File: config.mk
export PLATFORM = sky130hd
export DESIGN_NAME = multicycle_ctrl
export DESIGN_NICKNAME = d
export VERILOG_FILES = /design/src/rtl/multicycle_ctrl.sv
export SDC_FILE = /design/constraint.sdc
export NUM_CORES = 1
export LEC_CHECK = 0
export CELL_PAD_IN_SITES_DETAIL_PLACEMENT = 0
export CELL_PAD_IN_SITES_GLOBAL_PLACEMENT = 1
export CORE_ASPECT_RATIO = 1.75
export CORE_MARGIN = 5
export CORE_UTILIZATION = 34
export CTS_CLUSTER_SIZE = 30
export DETAILED_ROUTE_END_ITERATION = 16
export PLACE_DENSITY_LB_ADDON = 0.1
export SYNTH_ARGS = -nofsm -noshare
export SYNTH_HDL_FRONTEND = slang
export SYNTH_SLANG_ARGS = --single-unit
File: constraint.sdc
create_clock -name clk -period 1.7 [get_ports clk]
set_input_delay 0.34 -clock clk [delete_from_list [all_inputs] [get_ports clk]]
set_output_delay 0.34 -clock clk [all_outputs]
set_load 0.05 [all_outputs]
File: src/rtl/multicycle_ctrl.sv
// rtl/multicycle_ctrl.sv - multi-cycle RV64 sequencing controller (Moore FSM + retired counter)
// Shares one memory port and one ALU across the fetch/decode/execute/memory/write-back steps.
module multicycle_ctrl #(
  parameter int CNT_W = 32
) (
  input  logic             clk,
  input  logic             reset,
  input  logic [6:0]       opcode,
  input  logic             zero,
  input  logic             mem_ready,
  output logic             pc_write,
  output logic             pc_src,
  output logic             ir_write,
  output logic             iord,
  output logic             mem_read,
  output logic             mem_write,
  output logic             reg_write,
  output logic             mem_to_reg,
  output logic [1:0]       alu_src_a,
  output logic [1:0]       alu_src_b,
  output logic [1:0]       alu_op,
  output logic             trap,
  output logic [CNT_W-1:0] retired,
  output logic [3:0]       state
);

  typedef enum logic [3:0] {
    S_FETCH    = 4'd0,
    S_DECODE   = 4'd1,
    S_MEM_ADDR = 4'd2,
    S_MEM_RD   = 4'd3,
    S_MEM_WB   = 4'd4,
    S_MEM_WR   = 4'd5,
    S_EXEC_R   = 4'd6,
    S_EXEC_I   = 4'd7,
    S_ALU_WB   = 4'd8,
    S_BRANCH   = 4'd9,
    S_TRAP     = 4'd10
  } state_e;

  localparam logic [6:0] OP_LOAD   = 7'b0000011;
  localparam logic [6:0] OP_STORE  = 7'b0100011;
  localparam logic [6:0] OP_R      = 7'b0110011;
  localparam logic [6:0] OP_I      = 7'b0010011;
  localparam logic [6:0] OP_BRANCH = 7'b1100011;

  typedef struct packed {
    logic       pc_src;
    logic       iord;
    logic       mem_read;
    logic       mem_write;
    logic       reg_write;
    logic       mem_to_reg;
    logic [1:0] alu_src_a;
    logic [1:0] alu_src_b;
    logic [1:0] alu_op;
    logic       trap;
  } ctrl_t;

  function automatic ctrl_t decode(input state_e s);
    ctrl_t c;
    c = '0;
    case (s)
      S_FETCH:    begin c.mem_read = 1'b1; c.alu_src_b = 2'b01; end
      S_DECODE:   begin c.alu_src_a = 2'b01; c.alu_src_b = 2'b10; end
      S_MEM_ADDR: begin c.alu_src_a = 2'b10; c.alu_src_b = 2'b10; end
      S_MEM_RD:   begin c.mem_read = 1'b1; c.iord = 1'b1; end
      S_MEM_WB:   begin c.reg_write = 1'b1; c.mem_to_reg = 1'b1; end
      S_MEM_WR:   begin c.mem_write = 1'b1; c.iord = 1'b1; end
      S_EXEC_R:   begin c.alu_src_a = 2'b10; c.alu_op = 2'b10; end
      S_EXEC_I:   begin c.alu_src_a = 2'b10; c.alu_src_b = 2'b10; c.alu_op = 2'b10; end
      S_ALU_WB:   c.reg_write = 1'b1;
      S_BRANCH:   begin c.alu_src_a = 2'b10; c.alu_op = 2'b01; c.pc_src = 1'b1; end
      S_TRAP:     c.trap = 1'b1;
      default:    c = '0;
    endcase
    return c;
  endfunction

  state_e           state_q, state_d;
  ctrl_t            ctrl_q;
  logic [CNT_W-1:0] retired_q;
  logic             retire;

  always_comb begin
    state_d = state_q;
    case (state_q)
      S_FETCH:    if (mem_ready) state_d = S_DECODE;
      S_DECODE: begin
        case (opcode)
          OP_LOAD, OP_STORE: state_d = S_MEM_ADDR;
          OP_R:              state_d = S_EXEC_R;
          OP_I:              state_d = S_EXEC_I;
          OP_BRANCH:         state_d = S_BRANCH;
          default:           state_d = S_TRAP;
        endcase
      end
      S_MEM_ADDR: state_d = (opcode == OP_LOAD) ? S_MEM_RD : S_MEM_WR;
      S_MEM_RD:   if (mem_ready) state_d = S_MEM_WB;
      S_MEM_WB:   state_d = S_FETCH;
      S_MEM_WR:   if (mem_ready) state_d = S_FETCH;
      S_EXEC_R:   state_d = S_ALU_WB;
      S_EXEC_I:   state_d = S_ALU_WB;
      S_ALU_WB:   state_d = S_FETCH;
      S_BRANCH:   state_d = S_FETCH;
      S_TRAP:     state_d = S_TRAP;
      default:    state_d = S_FETCH;
    endcase
  end

  assign retire = (state_q == S_MEM_WB) || (state_q == S_ALU_WB) || (state_q == S_BRANCH) ||
                  ((state_q == S_MEM_WR) && mem_ready);

  // Output register tracks decode(next state), so it always equals decode(state_q).
  always_ff @(posedge clk or posedge reset) begin
    if (reset) begin
      state_q   <= S_FETCH;
      ctrl_q    <= decode(S_FETCH);
      retired_q <= '0;
    end else begin
      state_q <= state_d;
      ctrl_q  <= decode(state_d);
      if (retire) retired_q <= retired_q + CNT_W'(1);
    end
  end

  // Handshake-qualified strobes are masked by reset so nothing writes while it is held.
  assign ir_write   = !reset && (state_q == S_FETCH) && mem_ready;
  assign pc_write   = !reset && (((state_q == S_FETCH) && mem_ready) || ((state_q == S_BRANCH) && zero));
  assign pc_src     = ctrl_q.pc_src;
  assign iord       = ctrl_q.iord;
  assign mem_read   = ctrl_q.mem_read;
  assign mem_write  = ctrl_q.mem_write;
  assign reg_write  = ctrl_q.reg_write;
  assign mem_to_reg = ctrl_q.mem_to_reg;
  assign alu_src_a  = ctrl_q.alu_src_a;
  assign alu_src_b  = ctrl_q.alu_src_b;
  assign alu_op     = ctrl_q.alu_op;
  assign trap       = ctrl_q.trap;
  assign retired    = retired_q;
  assign state      = state_q;

endmodule
==> results.ini <==
[setup_path]
slowest_stage=or4_4
worstPathCellList=buf_4 > nand2b_1 > or4_4 > nor2_4 > buf_12
critPathKind=register to output port
worstPathArrival_ps=1720
crit_required_ps=1360
critPathMaxStageDelay_ps=450
crit_path_start_kind=register
critPathMaxFanout=6
end_kind=output port
critPathBufInv=2
cp_top_family=simple AND/OR/NAND/NOR gates

[finish]
seqCellArea_um2=1250
n_antenna_cell=0
nFillCells=600
layout-drive-gt1-share_pct=60.4
area_growth_pct=73.3
nets=352
largest_register_ff_count=32
multi_input_area_um2=1370

[synthesis]
synth_top_area_share_pct=49.7
yosys.area.top_type=dfrtp_1
netlist_instances=213
synth-seq-cells=49
syn_area_um2=2370
avgSynthCellArea_um2=11.1
synthDistinctLibCells=51
yosys_warnings=0
synthTopCellsByArea=dfrtp_1 (50%), xnor2_1 (7.0%), xor2_1 (3.7%), nand4_1 (2.6%), nand3_1 (2.5%)
ys_seq_area_share_pct=51.9
synthesis.nets=225

[drt]
route.detailed.drc=0
firstDrtPassIters=4
wl_per_cell_um=15.1
vias=2067
drtIter0Drc=85
viasPerCell=4.86
ant_nets=0
drt-total-wl_mm=6.44

[global_route]
grt_remaining_overflow=0
grt_pass1_vias=2139
antenna_found_initial=0
grt_usage_pct=15.3
grt_start_max_net_pins=50
grt_pass1_wl_mm=10.5

[floorplanning]
start_util_pct=34.8
num_rows=40
io_pins=62
core_um2=6810
die_y_um=120
dieArea_um2=8790
fp.dieW_um=73.1

[status]
violations=negative setup slack
status=complete, but fails checks

[power_and_ir_drop]
sw_frac_of_total_pct=40.6
leakagePower_nw=1.92
seq_power_share_pct=26.9
power_frac_clock_pct=16.6
powerDensity_nw_per_um2=1410
p_switching_mw=2.35
combPwrFrac_pct=56.5
intPower_mw=3.44
irDropWorstVdd_v=0.000948

[timing]
holdWs_ps=474
period_needed_ps=2060
relSlewSlack_pct=78.2
tns_ps=-6740
finalCritPeriodShare_pct=121
worst_pin_slew_ps=326
fin_skew_ps=3.65
fmax_ghz=0.485
setup_viol=42
hold_viol_final=0
layout_setup_ws_ps=-361
grt_setup_unrepaired=true
maxSlewViolCount=0

[placement]
dp_slack_ps=-556
gp_congestion=0.833
numPortBuffers=61
dp_hpwl_mm=4.88

[clock_network]
h-tree-depth=2
ctsLongestPathBuffers=2
cts.sinks=49
cts_buffers=5
clock-root-buffer=clkbuf_16
cts_tree=done
clkTransAtPathRegs_ps=60
postCtsHoldBufs=0
insertion_delay_ps=290

[min_path]
hold_path.class=register to register

[job]
maxCapViolations=0

-- routing by layer --
layer  share of wire [%]  vias to the layer above  global-route usage, %
li1                    -                     1011                      -
met1                  36                      995                   15.8
met2                  56                       50                   28.4
met5                   0                        -                      0
met3                 4.7                       11                   2.75
met4                 3.2                        0                   7.27
-- cell usage after synthesis, drive strengths merged --
cell type  instances
a21oi              6
a311o              1
a31o               1
a31oi              2
and3               4
and3b              1
and4               3
and4b              1
and4bb             1
buf                4
clkbuf             2
dfrtp             47
dfstp              2
ha                 1
inv                8
mux2i              3
nand2             14
nand2b             5
nand3             14
nand3b             2
nand4             10
nor2              13
nor2b              2
nor3               7
nor3b              2
nor4               3
nor4b              4
o211a              1
o211ai             1
o21ai              2
o311ai             1
o31ai              2
or2                2
or2b               1
or3                1
or3b               1
or4                4
or4b               2
or4bb              1
xnor2             21
xor2              10
-- final cells by class --
class | count | area share, %
sequential | 49 | 30.6
multi-input combinational | 150 | 33.3
clock buffer | 5 | 3.05
tap | 84 | 2.56
inverter | 8 | 0.732
timing repair buffer | 126 | 29.4
clock inverter | 3 | 0.427
-- path summary, 6_finish.rpt --
| path | from | to | slack (ps) | cells after the start |
|---|---|---|---|---|
| max reg2reg | state[2]$_DFF_PP0_ | mem_read$_DFF_PP1_ | -340 | 6 |
| min reg2reg | retired[22]$_DFFE_PP0P_ | retired[22]$_DFFE_PP0P_ | 470 | 1 |
| max | state[3]$_DFF_PP0_ | ir_write | -360 | 5 |
| min in group asynchronous | reset | mem_to_reg$_DFF_PP0_ | 600 | 4 |
| max in group asynchronous | reset | mem_read$_DFF_PP1_ | 790 | 4 |
| min | retired[22]$_DFFE_PP0P_ | retired[22]$_DFFE_PP0P_ | 470 | 1 |
-- layout by cell type (no fill, tap or decap), types with 3 or more instances in the layout --
master	instances
a21oi_2	4
and3_1	4
buf_12	16
buf_4	91
buf_6	9
clkbuf_16	5
clkdlybuf4s50_1	9
dfrtp_1	27
dfrtp_2	20
inv_1	6
mux2i_1	3
nand2_1	13
nand2b_1	3
nand3_1	9
nand3_2	4
nand4_1	10
nor2_1	7
nor2_2	4
nor3_2	3
nor3_4	3
nor4b_4	3
or4_4	4
xnor2_1	19
xor2_1	10
-- power groups by stage --
stage | logic (mW) | registers [mW] | clock network [mW]
after floorplan | 1.02 | 2.23 | 0
after global placement | 2.91 | 1.61 | 0
after detailed placement | 2.93 | 1.61 | 0
after CTS | 3.19 | 1.56 | 0.989
after global routing | 3.46 | 1.58 | 1.04
final | 3.27 | 1.56 | 0.961
-- cell families after synthesis --
group           synth area share [%]
flops                           51.9
xor+xnor                        12.1
mux                             1.27
fa+ha+maj                      0.529
simple gates                    26.5
compound gates                  5.13
buf+inv                         2.49
-- through the flow --
step / total power [mW] / utilization [%] / instances / cell area [µm²]
3_5_place_dp: 4.53 / 54.4 / 410 / 3700
2_1_floorplan: 3.25 / - / 213 / 2540
5_1_grt: 6.07 / 60.2 / 425 / 4100
3_3_place_gp: 4.51 / 54.4 / 410 / 3700
6_report: 5.79 / 60.2 / 425 / 4100
4_1_cts: 5.74 / 58.9 / 422 / 4010
-- timing repair --
| item | CTS | global route |
|---|---|---|
| gates cloned | 0 | 1 |
| pin swaps | 17 | 8 |
| setup endpoints to repair | 42 | 45 |
| setup buffers | 4 | 2 |
| gates resized for setup | 30 | 15 |
Power figures use the tool's default switching activity.
